$ cat config.mk
export PLATFORM = sky130hd
export DESIGN_NAME = tmc4671_spi_master
export DESIGN_NICKNAME = d
export VERILOG_FILES = /design/src/rtl/tmc4671_spi_master.sv
export SDC_FILE = /design/constraint.sdc
export NUM_CORES = 1
export LEC_CHECK = 0
export ABC_AREA = 0
export CORE_ASPECT_RATIO = 1.1
export CORE_MARGIN = 3
export CORE_UTILIZATION = 61
export CTS_BUF_LIST = sky130_fd_sc_hd__clkbuf_4 sky130_fd_sc_hd__clkbuf_8
export CTS_CLUSTER_SIZE = 10
export DETAILED_ROUTE_END_ITERATION = 10
export MAX_ROUTING_LAYER = met4
export PLACE_DENSITY_LB_ADDON = 0.12
export SLEW_MARGIN = 40
export SYNTH_ARGS = -nofsm -noshare
export SYNTH_HDL_FRONTEND = slang
export SYNTH_SLANG_ARGS = --single-unit
$ cat constraint.sdc
create_clock -name clk -period 9.7 [get_ports clk]
set_input_delay 1.455 -clock clk [delete_from_list [all_inputs] [get_ports clk]]
set_output_delay 1.455 -clock clk [all_outputs]
set_load 0.1 [all_outputs]
$ cat src/rtl/tmc4671_spi_master.sv
// SPI mode-3 datagram master for TMC4671-class controllers: one request port, one-hot active-low
// selects, read-data capture, programmable read pause after the address phase and CS guard time.
module tmc4671_spi_master #(
  parameter int CLOCK_FREQ_HZ   = 50_000_000,
  parameter int SPI_FREQ_HZ     = 12_500_000,
  parameter int NUM_SLAVES      = 4,
  parameter int ADDR_WIDTH      = 7,
  parameter int DATA_WIDTH      = 32,
  parameter int READ_DELAY_NS   = 500,
  parameter int CS_GUARD_CYCLES = 2
) (
  input  logic                                                  clk,
  input  logic                                                  reset,
  input  logic                                                  req_valid,
  output logic                                                  req_ready,
  input  logic [((NUM_SLAVES > 1) ? $clog2(NUM_SLAVES) : 1)-1:0] req_slave,
  input  logic                                                  req_write,
  input  logic [ADDR_WIDTH-1:0]                                 req_addr,
  input  logic [DATA_WIDTH-1:0]                                 req_wdata,
  output logic                                                  rsp_valid,
  output logic                                                  rsp_error,
  output logic [DATA_WIDTH-1:0]                                 rsp_rdata,
  output logic                                                  busy,
  output logic                                                  SCK,
  output logic                                                  MOSI,
  input  logic                                                  MISO,
  output logic [NUM_SLAVES-1:0]                                 nSCS
);

  localparam int     H    = CLOCK_FREQ_HZ / (2 * SPI_FREQ_HZ);
  localparam int     N    = 1 + ADDR_WIDTH + DATA_WIDTH;
  localparam longint D_L  = (longint'(READ_DELAY_NS) * longint'(CLOCK_FREQ_HZ) + 64'sd999_999_999)
                            / 64'sd1_000_000_000;
  localparam int     D    = int'(D_L);
  localparam int     CM1  = (H > D) ? H : D;
  localparam int     CMAX = (CM1 > CS_GUARD_CYCLES) ? CM1 : CS_GUARD_CYCLES;
  localparam int     CW   = $clog2(CMAX + 1);
  localparam int     IW   = $clog2(N);

  if (H < 1) begin : g_bad_sck_freq
    $error("SPI_FREQ_HZ must not exceed CLOCK_FREQ_HZ/2");
  end

  typedef enum logic [2:0] {
    S_IDLE, S_SETUP, S_SHIFT, S_RDELAY, S_HOLD, S_RESP, S_GUARD
  } state_e;

  state_e                  state_q;
  logic [CW-1:0]           cnt_q;
  logic [IW-1:0]           idx_q;
  logic                    write_q;
  logic [N-2:0]            sh_q;
  logic [DATA_WIDTH-1:0]   rd_sh_q;
  logic                    req_ready_q, busy_q, rsp_valid_q, rsp_error_q;
  logic [DATA_WIDTH-1:0]   rsp_rdata_q;
  logic                    sck_q, mosi_q;
  logic [NUM_SLAVES-1:0]   nscs_q;
  logic [N-1:0]            frame_d;
  logic [NUM_SLAVES-1:0]   sel_d;
  logic                    slave_ok_d;

  // Request decode: frame image, one-hot select and range check of the slave index.
  always_comb begin
    frame_d    = {req_write, req_addr, req_wdata};
    slave_ok_d = (int'(req_slave) < NUM_SLAVES);
    sel_d      = '0;
    for (int i = 0; i < NUM_SLAVES; i++) begin
      sel_d[i] = (int'(req_slave) == i);
    end
  end

  // Frame sequencer; every pin and handshake output is a register written on state transitions.
  always_ff @(posedge clk or posedge reset) begin
    if (reset) begin
      state_q     <= S_IDLE;
      cnt_q       <= '0;
      idx_q       <= '0;
      write_q     <= 1'b0;
      sh_q        <= '0;
      rd_sh_q     <= '0;
      req_ready_q <= 1'b1;
      busy_q      <= 1'b0;
      rsp_valid_q <= 1'b0;
      rsp_error_q <= 1'b0;
      rsp_rdata_q <= '0;
      sck_q       <= 1'b1;
      mosi_q      <= 1'b0;
      nscs_q      <= '1;
    end else begin
      rsp_valid_q <= 1'b0;
      case (state_q)
        S_IDLE: begin
          if (req_valid && req_ready_q) begin
            req_ready_q <= 1'b0;
            busy_q      <= 1'b1;
            write_q     <= req_write;
            if (slave_ok_d) begin
              state_q <= S_SETUP;
              cnt_q   <= CW'(H - 1);
              idx_q   <= IW'(N - 1);
              sh_q    <= frame_d[N-2:0];
              mosi_q  <= frame_d[N-1];
              nscs_q  <= ~sel_d;
            end else begin
              state_q     <= S_RESP;
              rsp_valid_q <= 1'b1;
              rsp_error_q <= 1'b1;
            end
          end
        end
        S_SETUP: begin
          if (cnt_q != '0) begin
            cnt_q <= cnt_q - CW'(1);
          end else begin
            // First falling edge: bit N-1 is already on MOSI, so it is not advanced here.
            state_q <= S_SHIFT;
            sck_q   <= 1'b0;
            cnt_q   <= CW'(H - 1);
          end
        end
        S_SHIFT: begin
          if (cnt_q != '0) begin
            cnt_q <= cnt_q - CW'(1);
          end else if (!sck_q) begin
            sck_q   <= 1'b1;
            rd_sh_q <= {rd_sh_q[DATA_WIDTH-2:0], MISO};
            cnt_q   <= CW'(H - 1);
          end else if (idx_q == '0) begin
            state_q <= S_HOLD;
            cnt_q   <= CW'(H - 1);
          end else if ((D > 0) && !write_q && (idx_q == IW'(DATA_WIDTH))) begin
            state_q <= S_RDELAY;
            cnt_q   <= CW'(D - 1);
          end else begin
            sck_q  <= 1'b0;
            cnt_q  <= CW'(H - 1);
            idx_q  <= idx_q - IW'(1);
            mosi_q <= sh_q[N-2];
            sh_q   <= {sh_q[N-3:0], 1'b0};
          end
        end
        S_RDELAY: begin
          if (cnt_q != '0) begin
            cnt_q <= cnt_q - CW'(1);
          end else begin
            state_q <= S_SHIFT;
            sck_q   <= 1'b0;
            cnt_q   <= CW'(H - 1);
            idx_q   <= idx_q - IW'(1);
            mosi_q  <= sh_q[N-2];
            sh_q    <= {sh_q[N-3:0], 1'b0};
          end
        end
        S_HOLD: begin
          if (cnt_q != '0) begin
            cnt_q <= cnt_q - CW'(1);
          end else begin
            state_q     <= S_RESP;
            nscs_q      <= '1;
            mosi_q      <= 1'b0;
            rsp_valid_q <= 1'b1;
            rsp_error_q <= 1'b0;
            rsp_rdata_q <= rd_sh_q;
          end
        end
        S_RESP: begin
          if (CS_GUARD_CYCLES > 0) begin
            state_q <= S_GUARD;
            cnt_q   <= CW'(CS_GUARD_CYCLES - 1);
          end else begin
            state_q     <= S_IDLE;
            req_ready_q <= 1'b1;
            busy_q      <= 1'b0;
          end
        end
        S_GUARD: begin
          if (cnt_q != '0) begin
            cnt_q <= cnt_q - CW'(1);
          end else begin
            state_q     <= S_IDLE;
            req_ready_q <= 1'b1;
            busy_q      <= 1'b0;
          end
        end
        default: begin
          state_q     <= S_IDLE;
          req_ready_q <= 1'b1;
          busy_q      <= 1'b0;
          sck_q       <= 1'b1;
          nscs_q      <= '1;
        end
      endcase
    end
  end

  assign req_ready = req_ready_q;
  assign busy      = busy_q;
  assign rsp_valid = rsp_valid_q;
  assign rsp_error = rsp_error_q;
  assign rsp_rdata = rsp_rdata_q;
  assign SCK       = sck_q;
  assign MOSI      = mosi_q;
  assign nSCS      = nscs_q;

endmodule

# Word-level counts from Yosys, hierarchy flattened
# Index checks and enable logic that the tools add are counted.
[word_totals] reg_bits=127 latchBits=0 ram_bits=0 romBits=0 input_bits=46 output_inout_bits=42 n_memories=0
[classes] n_addsub=2 multipliers=0 div_mod_pow=0 order_cmp=0 n_eq_ne=21 shift=0 n_mux=54 bitwise=6 reduce_logical=25
[ops] operator="$mux W39" count=6
[ops] operator="$pmux W39 S3" count=1
[ops] operator="$mux W6" count=6
[ops] operator="$mux W5" count=7
[ops] operator="$pmux W5 S5" count=1
[ops] operator="$mux W3" count=8
[ops] operator="$ne A2 B2 Y1 const B" count=9
[ops] operator="$pmux W3 S6" count=1
[ops] operator="$pmux W6 S3" count=1
[ops] operator="$mux W1" count=16
[ops] operator="$reduce_and A3 Y1" count=5
[ops] operator="$reduce_and A7 Y1" count=2
[ops] operator="$pmux W4 S3" count=1
[ops] operator="$reduce_bool A5 Y1" count=2
[ops] operator="$reduce_or A5 Y1" count=2
[ops] operator="$eq A3 B3 Y1 const B" count=3
[ops] operator="$pmux W1 S3" count=3
[ops] operator="$mux W4" count=2
[ops] operator="$reduce_and A8 Y1" count=1
[ops] operator="$eq A3 B2 Y1 const B" count=2
[ops] operator="$eq A6 B6 Y1 const B" count=1
[ops] operator="$logic_not A6 Y1" count=1
[ops] operator="$sub A6 B1 Y6 const B" count=1
[ops] operator="$not A1 Y1" count=5
[ops] operator="other kinds (17)" count=21

# Depth between registers and ports, before layout
# Gate-level depths: netlist of run 1.
[logic_depth] word_depth=7 ltp_mapped=9 ltp_nobuf=6

# Worst setup path before layout of run 1
# Ideal clock, no wire load.
[synth_timing] kind="input-to-reg" from="input req_valid" to="register sh_q[26]" setup_time_ns=0.125 t_arrival_ns=2.597 required_ns=9.575 path_slack_ns=6.978 stages=5 path_cell_list="and2_0 mux2i_1 a21oi_4 buf_6 mux2_2"
[synth_between] elab_chain_len=3
[synth_lines] item="start, declared" line="14" rtl="input logic req_valid,"
[synth_lines] item="$logic_and A1 B1 Y1" line="93" rtl="if (req_valid && req_ready_q) begin"
[synth_lines] item="$ne A2 B2 Y1 (no line)"
[synth_lines] item="$reduce_and A7 Y1 (no line)"
[synth_lines] item="end signal, assigned" line="101" rtl="sh_q <= frame_d[N-2:0];"
[synth_lines] item="end signal, assigned" line="139" rtl="sh_q <= {sh_q[N-3:0], 1'b0};"
[synth_lines] item="end signal, assigned" line="151" rtl="sh_q <= {sh_q[N-3:0], 1'b0};"
[synth_lines] item="end, declared" line="52" rtl="logic [N-2:0] sh_q;"
# No other way between the ends.
# A chain may end at the register's enable or synchronous reset.

# Worst setup path after layout of run 1
[layout_timing] from="input req_valid" to="register sh_q[12]"
# Same word-level chain as after synthesis.

==> metrics.md, run 1 <==
| Metric | Value |
|---|---|
| Initial Util | 63.0% |
| Max IR drop VDD | 131 uV |
| Antenna diode count | 0 |
| 1st-pass router iterations | 4 |
| Commonest non-fill, non-tap cell in the layout | mux2_2 |
| Die ar. | 10900 um2 |
| Seq cells post-synth | 127 |
| Worst-Margin Slew | 804 ps |
| Depth of the CTS H-tree | 4 |
| Ports | 88 |
| TNS Setup | 0 ps |
| Synth Instances | 441 |
| Worst Hold Class | flip-flop to flip-flop |
| Antenna violations before repair | 0 |
| Cell taking the most area after synthesis | dfrtp_1 |
| DRC viols | 0 |
| FF-to-FF End | sh_q[12] |
| I/O Buffers | 86 |
| Vias per inst | 5.79 |
| First-pass GRT wire length | 18900 um |
| Vias in the first global route | 3857 |
| Layout cell share with drive strength beyond 1 | 45.1% |
| Status | complete, no violations |
| Pwr Total | 1.02 mW |
| Worst hold slack | 503 ps |
| R2R depth | 7 |
| Final ANT Viol Nets | 0 |
| Sequential area share after synthesis | 53.8% |
| Clock transition at path regs | 70 ps |
| Post-synth top area share | 51.1% |
| Largest net degree at the start of global routing | 79 |
| Pwr dens | 145 nW/um2 |
| Total CTS buffers | 17 |
| Setup ws final | 6240 ps |
| YS warnings | 0 |
| Nets | 578 |
| Arrival time at the worst endpoint | 3760 ps |
| Commonest non-fill, non-tap cells in the layout | 147 x mux2_2, 121 x dfrtp_1, 45 x clkdlybuf4s50_1 |
| Syn_nets | 493 |
| Global Route Usage Sum | 22.8% |
| Critical Path Source Type | input pin |
| Worst EP required | 10000 ps |
| Clock sink total | 127 |
| RSZ-0062 raised after global routing | no |
| Vias | 3796 |
| Leakage Power | 3.43 nW |
| Setup CP Type | input pin to flip-flop |
| Ys async rst share | 100% |
| Hold Path Depth | 1 |
| Hold path start | rsp_rdata[23] |
| DR iter-0 viols | 173 |
| Postcts setup bufs | 0 |
| Layout Utilization | 75.1% |
| Place WS | 5820 ps |
| RePlAce Congestion | 0.875 |
| Slew margin rel. | 46.4% |
| WL per Instance | 16.9 um |
| Slew Limit Fails | 0 |
| Fin. Hold Viols | 0 |
| Number of flops mapped to enable cells by yosys | 0 |
| Die Y | 109 um |
| Hold_buf cts | 0 |
| Final HPWL DP | 7530 um |
| Synth top area cells | dfrtp_1 51%, mux2_2 28%, dfstp_2 2.7% |
| GR Overflow Total | 0 |
| Synth Cell Area | 5920 um2 |
| Max Clock Skew | 7.79 ps |
| Synth Area per Inst | 13.4 um2 |
| Area Overhead vs Synth | 19.2% |
| Clk buf depth | 2 |
| Hold Path Sink | rsp_rdata[23] |
| Final period utilization | 35.7% |
| Row count | 37 |
| R2R setup slack | 6680 ps |
| TritonCTS clock tree | yes |
| Max-Cap Viols | 0 |
| Clock Latency Late Sink | 420 ps |
| Peak fanout along the critical path | 31 |
| Die width | 99.9 um |
| Distinct cells, synth | 52 |
| Fmax | 289 MHz |
| Tmin final | 3460 ps |
| Setup Viol. Count Final | 0 |
| Dominant synthesized flop cell | dfrtp_1 |
| Cell chosen for the clock root | clkbuf_8 |
| Core area | 9400 um2 |
| Drt total wl | 11100 um |
| Post-CTS Resized | 0 |
| Crit. End Element | flip-flop |
| RR Startpoint | cnt_q[0] |
cells in the mapped netlist (all sizes together), types with 2 or more instances:
master and number:
a221oi 3, nand4 3, clkbuf 16, o21ba 2, or3 2, dfrtp 121
a21o 3, nand2 16, nor2b 4, and4b 2, o22a 2, ha 6
inv 13, a21oi 13, a221o 2, dfstp 6, a22o 2, or3b 2
o21ai 9, mux2i 3, nand2b 4, mux2 151, nor2 10, nand3 5
nor3 6, a2111oi 2, buf 9, a32o 2, nand3b 2, and2 3
a22oi 2, nor4b 2
final cells by class:
cell class              instances  area (um2)
repair buffers                 91         697
well taps                     117         146
inverters                      13        51.3
multi-input cells             276        2580
clock buffers                  22         290
flip-flops and latches        127        3190
clock inverters                10         111
fillers                       614        2340
registers in the layout (all words and copies together), names as in the netlist:
register	flops
sh_q	39
rd_sh_q	32
rsp_rdata	32
idx_q	6
cnt_q	5
nSCS	4
state_q	3
MOSI	1
SCK	1
busy	1
req_ready	1
rsp_valid	1
write_q	1
cell families (layout without fill, tap and decap cells):
kind of cell	after synthesis	in the layout	synth area share (%)
other	1	1	0.0633
and+or+nand+nor	64	64	6.34
AOI/OAI and AO/OA	51	51	6.28
buffers and inverters	38	136	3.04
adders and majority gates	6	6	1.27
muxes	154	154	29.2
DFF	127	127	53.8
worst max path at each step:
stage	from	endpoint	slack, ps	depth (start not counted)
final	req_valid	sh_q[12]	6240	6
after global routing	req_valid	sh_q[11]	6130	6
after CTS	req_valid	sh_q[12]	6270	6
after detailed placement	req_valid	sh_q[13]	5820	6
after global placement	req_valid	sh_q[11]	5890	6
after floorplan	reset	MOSI	4870	1
power by group:
group / switching (mW) / internal (mW) / leakage (nW)
sequential: 0 / 0.530 / 1.73
combinational: 0.0172 / 0.0226 / 1.50
clock: 0.200 / 0.253 / 0.201
worst max-delay path: stages:
cell             delay, ps
clkdlybuf4s50_1        500
and2_0                 290
mux2i_1                230
a21oi_4                420
buf_4                  450
mux2_2                 380
layer usage:
layer  share of wire, %  wire length [um]  track usage (%)  vias up
met5                  0                 0                -        -
met4                1.1               123             7.41        0
met3                4.3               472             6.47       13
met2                 52              5710             36.1       72
met1                 43              4760             28.5     1936
li1                   -                 -                -     1775
metrics by stage:
step | instances | area (um2)
2_1_floorplan | 441 | 5920
3_3_place_gp | 624 | 6850
3_5_place_dp | 624 | 6650
4_1_cts | 656 | 7050
5_1_grt | 656 | 7060
6_report | 656 | 7060
(Power assumes the default switching activity.)
==> inputs of run 2 (changes only) <==
Settings changed: CORE_UTILIZATION 61 to 51.
Clock period 9.7 ns to 3.1 ns, I/O delays scaled along.
==> metrics.md, run 2 (synthesis gave the netlist of run 1 again) <==
| Metric | Value |
|---|---|
| Core area | 11100 um2 |
| Worst EP required | 3400 ps |
| Slew margin rel. | 48.0% |
| WL per Instance | 16.1 um |
| Setup Viol. Count Final | 0 |
| Worst Hold Class | flip-flop to flip-flop |
| Clock sink total | 127 |
| Worst-Margin Slew | 780 ps |
| RePlAce Congestion | 0.870 |
| Peak fanout along the critical path | 42 |
| Hold Path Depth | 1 |
| Clock Latency Late Sink | 430 ps |
| Die ar. | 12900 um2 |
| Max-Cap Viols | 0 |
| Area Overhead vs Synth | 23.3% |
| Clock transition at path regs | 70 ps |
| Leakage Power | 3.47 nW |
| Global routing's busiest layer | met2 |
| Max incr delay on CP | 580 ps |
| Final HPWL DP | 7230 um |
| Fmax | 388 MHz |
| Vias per inst | 5.47 |
| Crit-path cells | inv_1 -> ha_1 -> or4b_4 -> a211o_1 -> a21oi_4 -> buf_12 -> mux2_2 |
| Clk buf depth | 2 |
| RSZ-0062 raised after global routing | no |
| Initial Util | 53.3% |
| Crit. End Element | flip-flop |
| Max IR drop VDD | 330 uV |
| Fin. Hold Viols | 0 |
| Max FFs per register | 39 |
| GR Overflow Total | 0 |
| GR Util met3 | 6.23% |
| Cell chosen for the clock root | clkbuf_8 |
| Row count | 40 |
| Commonest non-fill, non-tap cells in the layout | 147 x mux2_2, 121 x dfrtp_1, 48 x buf_4 |
| Fin area | 7300 um2 |
| Die Y | 119 um |
| Status | complete, no violations |
| Commonest non-fill, non-tap cell in the layout | mux2_2 |
| Post-CTS Resized | 0 |
| Slew Limit Fails | 0 |
| 1st-pass router iterations | 4 |
| I/O Buffers | 86 |
| R2R depth | 7 |
| Total CTS buffers | 17 |
| Max Clock Skew | 14.2 ps |
| GR Util met2 | 28.9% |
| Layout cell share with drive strength beyond 1 | 45.5% |
| DRC viols | 0 |
| First-pass GRT wire length | 18600 um |
| Drt total wl | 11100 um |
| Ports | 88 |
| Layout fillers | 873 |
| Final ANT Viol Nets | 0 |
| Depth of the CTS H-tree | 4 |
| Die width | 109 um |
| Tmin final | 2580 ps |
| Postcts setup bufs | 0 |
| TritonCTS clock tree | yes |
| TNS Setup | 0 ps |
| Cell Area, Placed | 6840 um2 |
| Hold_buf cts | 0 |
| Storage cell area | 3190 um2 |
| Critical Path Source Type | flip-flop |
| Top reg by flops | sh_q |
| Nets | 582 |
| Vias in the first global route | 3861 |
| Vias | 3773 |
| Antenna violations before repair | 0 |
| Slowest cell on the critical path | or4b_4 |
| Pwr dens | 469 nW/um2 |
| Area of the multi-input gates | 2570 um2 |
| Setup CP Type | flip-flop to flip-flop |
| Largest net degree at the start of global routing | 128 |
| Antenna diode count | 0 |
| Arrival time at the worst endpoint | 2880 ps |
| Global Route Usage Sum | 18.6% |
| Final period utilization | 83.2% |
| GR met1 Demand/Resource | 23.6% |
| DR iter-0 viols | 132 |
run 2: cell types whose count changed in the layout (fill, tap and decap cells not counted), moves of 2 or more:
cell and change:
clkbuf_8 -2, buf_12 +2, buf_4 +44, clkbuf_4 -2
buf_2 -41, bufinv_16 +3
run 2: path summary, 6_finish.rpt:
path / slack [ps] / to / startpoint
worst max-delay path: 520 / sh_q[16] / cnt_q[0]
worst min-delay path: 490 / sh_q[29] / sh_q[29]
worst max register to register: 520 / sh_q[16] / cnt_q[0]
worst min register to register: 490 / sh_q[29] / sh_q[29]
max in group asynchronous: 2010 / sh_q[15] / reset
min in group asynchronous: 540 / rsp_rdata[14] / reset
run 2: where the power goes:
part	internal [mW]	switching [mW]
sequential	1.66	0
clock	0.979	0.663
combinational	0.0720	0.0533
total	2.71	0.716
run 2: final cells by class:
type / count / area share, %
repair buffers: 95 / 11.7
clock inverters: 14 / 2.93
inverters: 13 / 0.720
flip-flops and latches: 127 / 43.6
multi-input cells: 276 / 35.2
well taps: 147 / 2.52
clock buffers: 18 / 3.39
run 2: routing by layer:
| metal | routed length (um) | up-vias |
|---|---|---|
| li1 | - | 1772 |
| met1 | 4920 | 1901 |
| met2 | 5440 | 88 |
| met3 | 645 | 12 |
| met4 | 101 | 0 |
| met5 | 0 | - |
run 2: worst max-delay path, delay by kind of cell (launching register included):
family                     cells  cell delay (ps)
AOI/OAI and AO/OA              2              550
adders and majority gates      1              190
buffers and inverters          2              330
DFF                            1              410
muxes                          1              370
and+or+nand+nor                1              580
run 2: through the flow:
step                      hold WS [ps]  worst slack, ps  util, %  instances  power, mW
after floorplan                    452              705        -        441       1.74
after global placement             462              639     61.6        658       1.82
after detailed placement           474              542     61.6        658       1.82
after CTS                          491              524     65.7        690       3.47
after global routing               514              415     65.7        690       3.55
final                              487              520     65.7        690       3.42
==> inputs of run 3 (changes only) <==
Settings changed: CORE_UTILIZATION 51 to 56.
Clock period 3.1 ns to 2.5 ns, I/O delays scaled along.
==> metrics.md, run 3 (synthesis gave the netlist of run 1 again) <==
| Metric | Value |
|---|---|
| Status | complete, no violations |
| Leakage Power | 3.48 nW |
| R2R depth | 7 |
| Setup CP Type | flip-flop to flip-flop |
| Largest net degree at the start of global routing | 58 |
| Final period utilization | 95.3% |
| Critical Path Source Type | flip-flop |
| Peak fanout along the critical path | 42 |
| Fmax | 420 MHz |
| Max-Cap Viols | 0 |
| Slew margin rel. | 64.5% |
| Clock transition at path regs | 70 ps |
| Max FFs per register | 39 |
| Ports | 88 |
| DRC viols | 0 |
| Commonest non-fill, non-tap cells in the layout | 147 x mux2_2, 121 x dfrtp_1, 51 x buf_4 |
| RePlAce Congestion | 0.899 |
| Nets | 588 |
| Top reg by flops | sh_q |
| WL per Instance | 15.8 um |
| Cell chosen for the clock root | clkbuf_8 |
| Setup Viol. Count Final | 0 |
| TNS Setup | 0 ps |
| Clock sink total | 127 |
| Vias in the first global route | 4020 |
| Depth of the CTS H-tree | 4 |
| Tmin final | 2380 ps |
| Row count | 38 |
| Die ar. | 11800 um2 |
| RR Startpoint | cnt_q[0] |
| Die width | 104 um |
| Clock Latency Late Sink | 430 ps |
| Hold_buf cts | 0 |
| Clk buf depth | 2 |
| Area Overhead vs Synth | 23.5% |
| Post-CTS Resized | 0 |
| RSZ-0062 raised after global routing | no |
| DR iter-0 viols | 115 |
| Commonest non-fill, non-tap cell in the layout | mux2_2 |
| Arrival time at the worst endpoint | 2680 ps |
| R2R setup slack | 120 ps |
| Global Route Usage Sum | 20.2% |
| Place WS | 102 ps |
| Setup ws final | 117 ps |
| Vias per inst | 5.48 |
| GR Overflow Total | 0 |
| Antenna violations before repair | 0 |
| TritonCTS clock tree | yes |
| Fin. Hold Viols | 0 |
| Setup crit end | sh_q[27] |
| Crit. End Element | flip-flop |
| Layout cell share with drive strength beyond 1 | 46.2% |
| Worst Hold Class | input pin to asynchronous set/reset pin |
| Antenna diode count | 0 |
| Initial Util | 58.8% |
| Postcts setup bufs | 0 |
| Worst EP required | 2800 ps |
| Slew Limit Fails | 0 |
| Crit. Startpoint | cnt_q[0] |
| Final ANT Viol Nets | 0 |
| I/O Buffers | 86 |
| Max Clock Skew | 13.6 ps |
| Core area | 10100 um2 |
| Vias | 3773 |
| FF-to-FF End | sh_q[27] |
| Worst-Margin Slew | 528 ps |
| 1st-pass router iterations | 4 |
| Total CTS buffers | 17 |
| Final HPWL DP | 7490 um |
| Pwr dens | 535 nW/um2 |
| Max IR drop VDD | 457 uV |
| Drt total wl | 10800 um |
| Die Y | 114 um |
| First-pass GRT wire length | 18900 um |
-- run 3: cell count changes in the layout (fill, tap and decap cells not counted), moves of 2 or more --
| cell | delta |
|---|---|
| buf_12 | +3 |
| buf_4 | +3 |
| bufinv_16 | -3 |
| clkinv_4 | +2 |
| clkinvlp_4 | +2 |
-- run 3: worst min-delay path by stage --
stage	to	slack [ps]	cells after the start	from
after global placement	sh_q[35]	460	1	sh_q[35]
after CTS	rsp_rdata[10]	280	2	reset
after detailed placement	sh_q[29]	480	1	sh_q[29]
after global routing	rsp_rdata[15]	280	2	reset
after floorplan	sh_q[29]	450	1	sh_q[29]
final	rsp_rdata[15]	300	2	reset
-- run 3: power breakdown --
group          internal (mW)  switching (mW)
registers               2.05               0
clock network          0.906           0.793
logic                 0.0924          0.0656
total                   3.05           0.859
-- run 3: final cells by class --
cell class	instances	area [um2]
Fill cell	699	2770
Clock inverter	13	143
Sequential cell	127	3190
Clock buffer	18	248
Tap cell	140	175
Timing Repair Buffer	101	933
Multi-Input combinational cell	276	2580
Inverter	13	52.6
-- run 3: per-stage QoR --
step           hold WS, ps  area (um2)  total power, mW  std cells  utilization [%]
2_1_floorplan          452        5930             2.16        441                -
3_3_place_gp           465        6910             2.25        657             68.6
5_1_grt                276        7310             4.08        688             72.6
4_1_cts                278        7300             3.97        688             72.5
3_5_place_dp           481        6910             2.26        657             68.6
6_report               297        7310             3.91        688             72.6
-- run 3: critical path, stage by stage, from the launching register on --
cell and delay [ps]:
dfrtp_1 410, inv_1 70, ha_1 190, or4b_4 480, a211o_4 310, a21oi_4 170, buf_12 240, mux2_2 370
-- run 3: per-layer routing --
layer / track usage (%) / share of wire [%] / vias up
met3: 6.34 / 5.2 / 12
met4: 6.91 / 0.91 / 0
met2: 33.7 / 52 / 80
met5: - / 0 / -
met1: 23.5 / 42 / 1903
li1: - / - / 1778
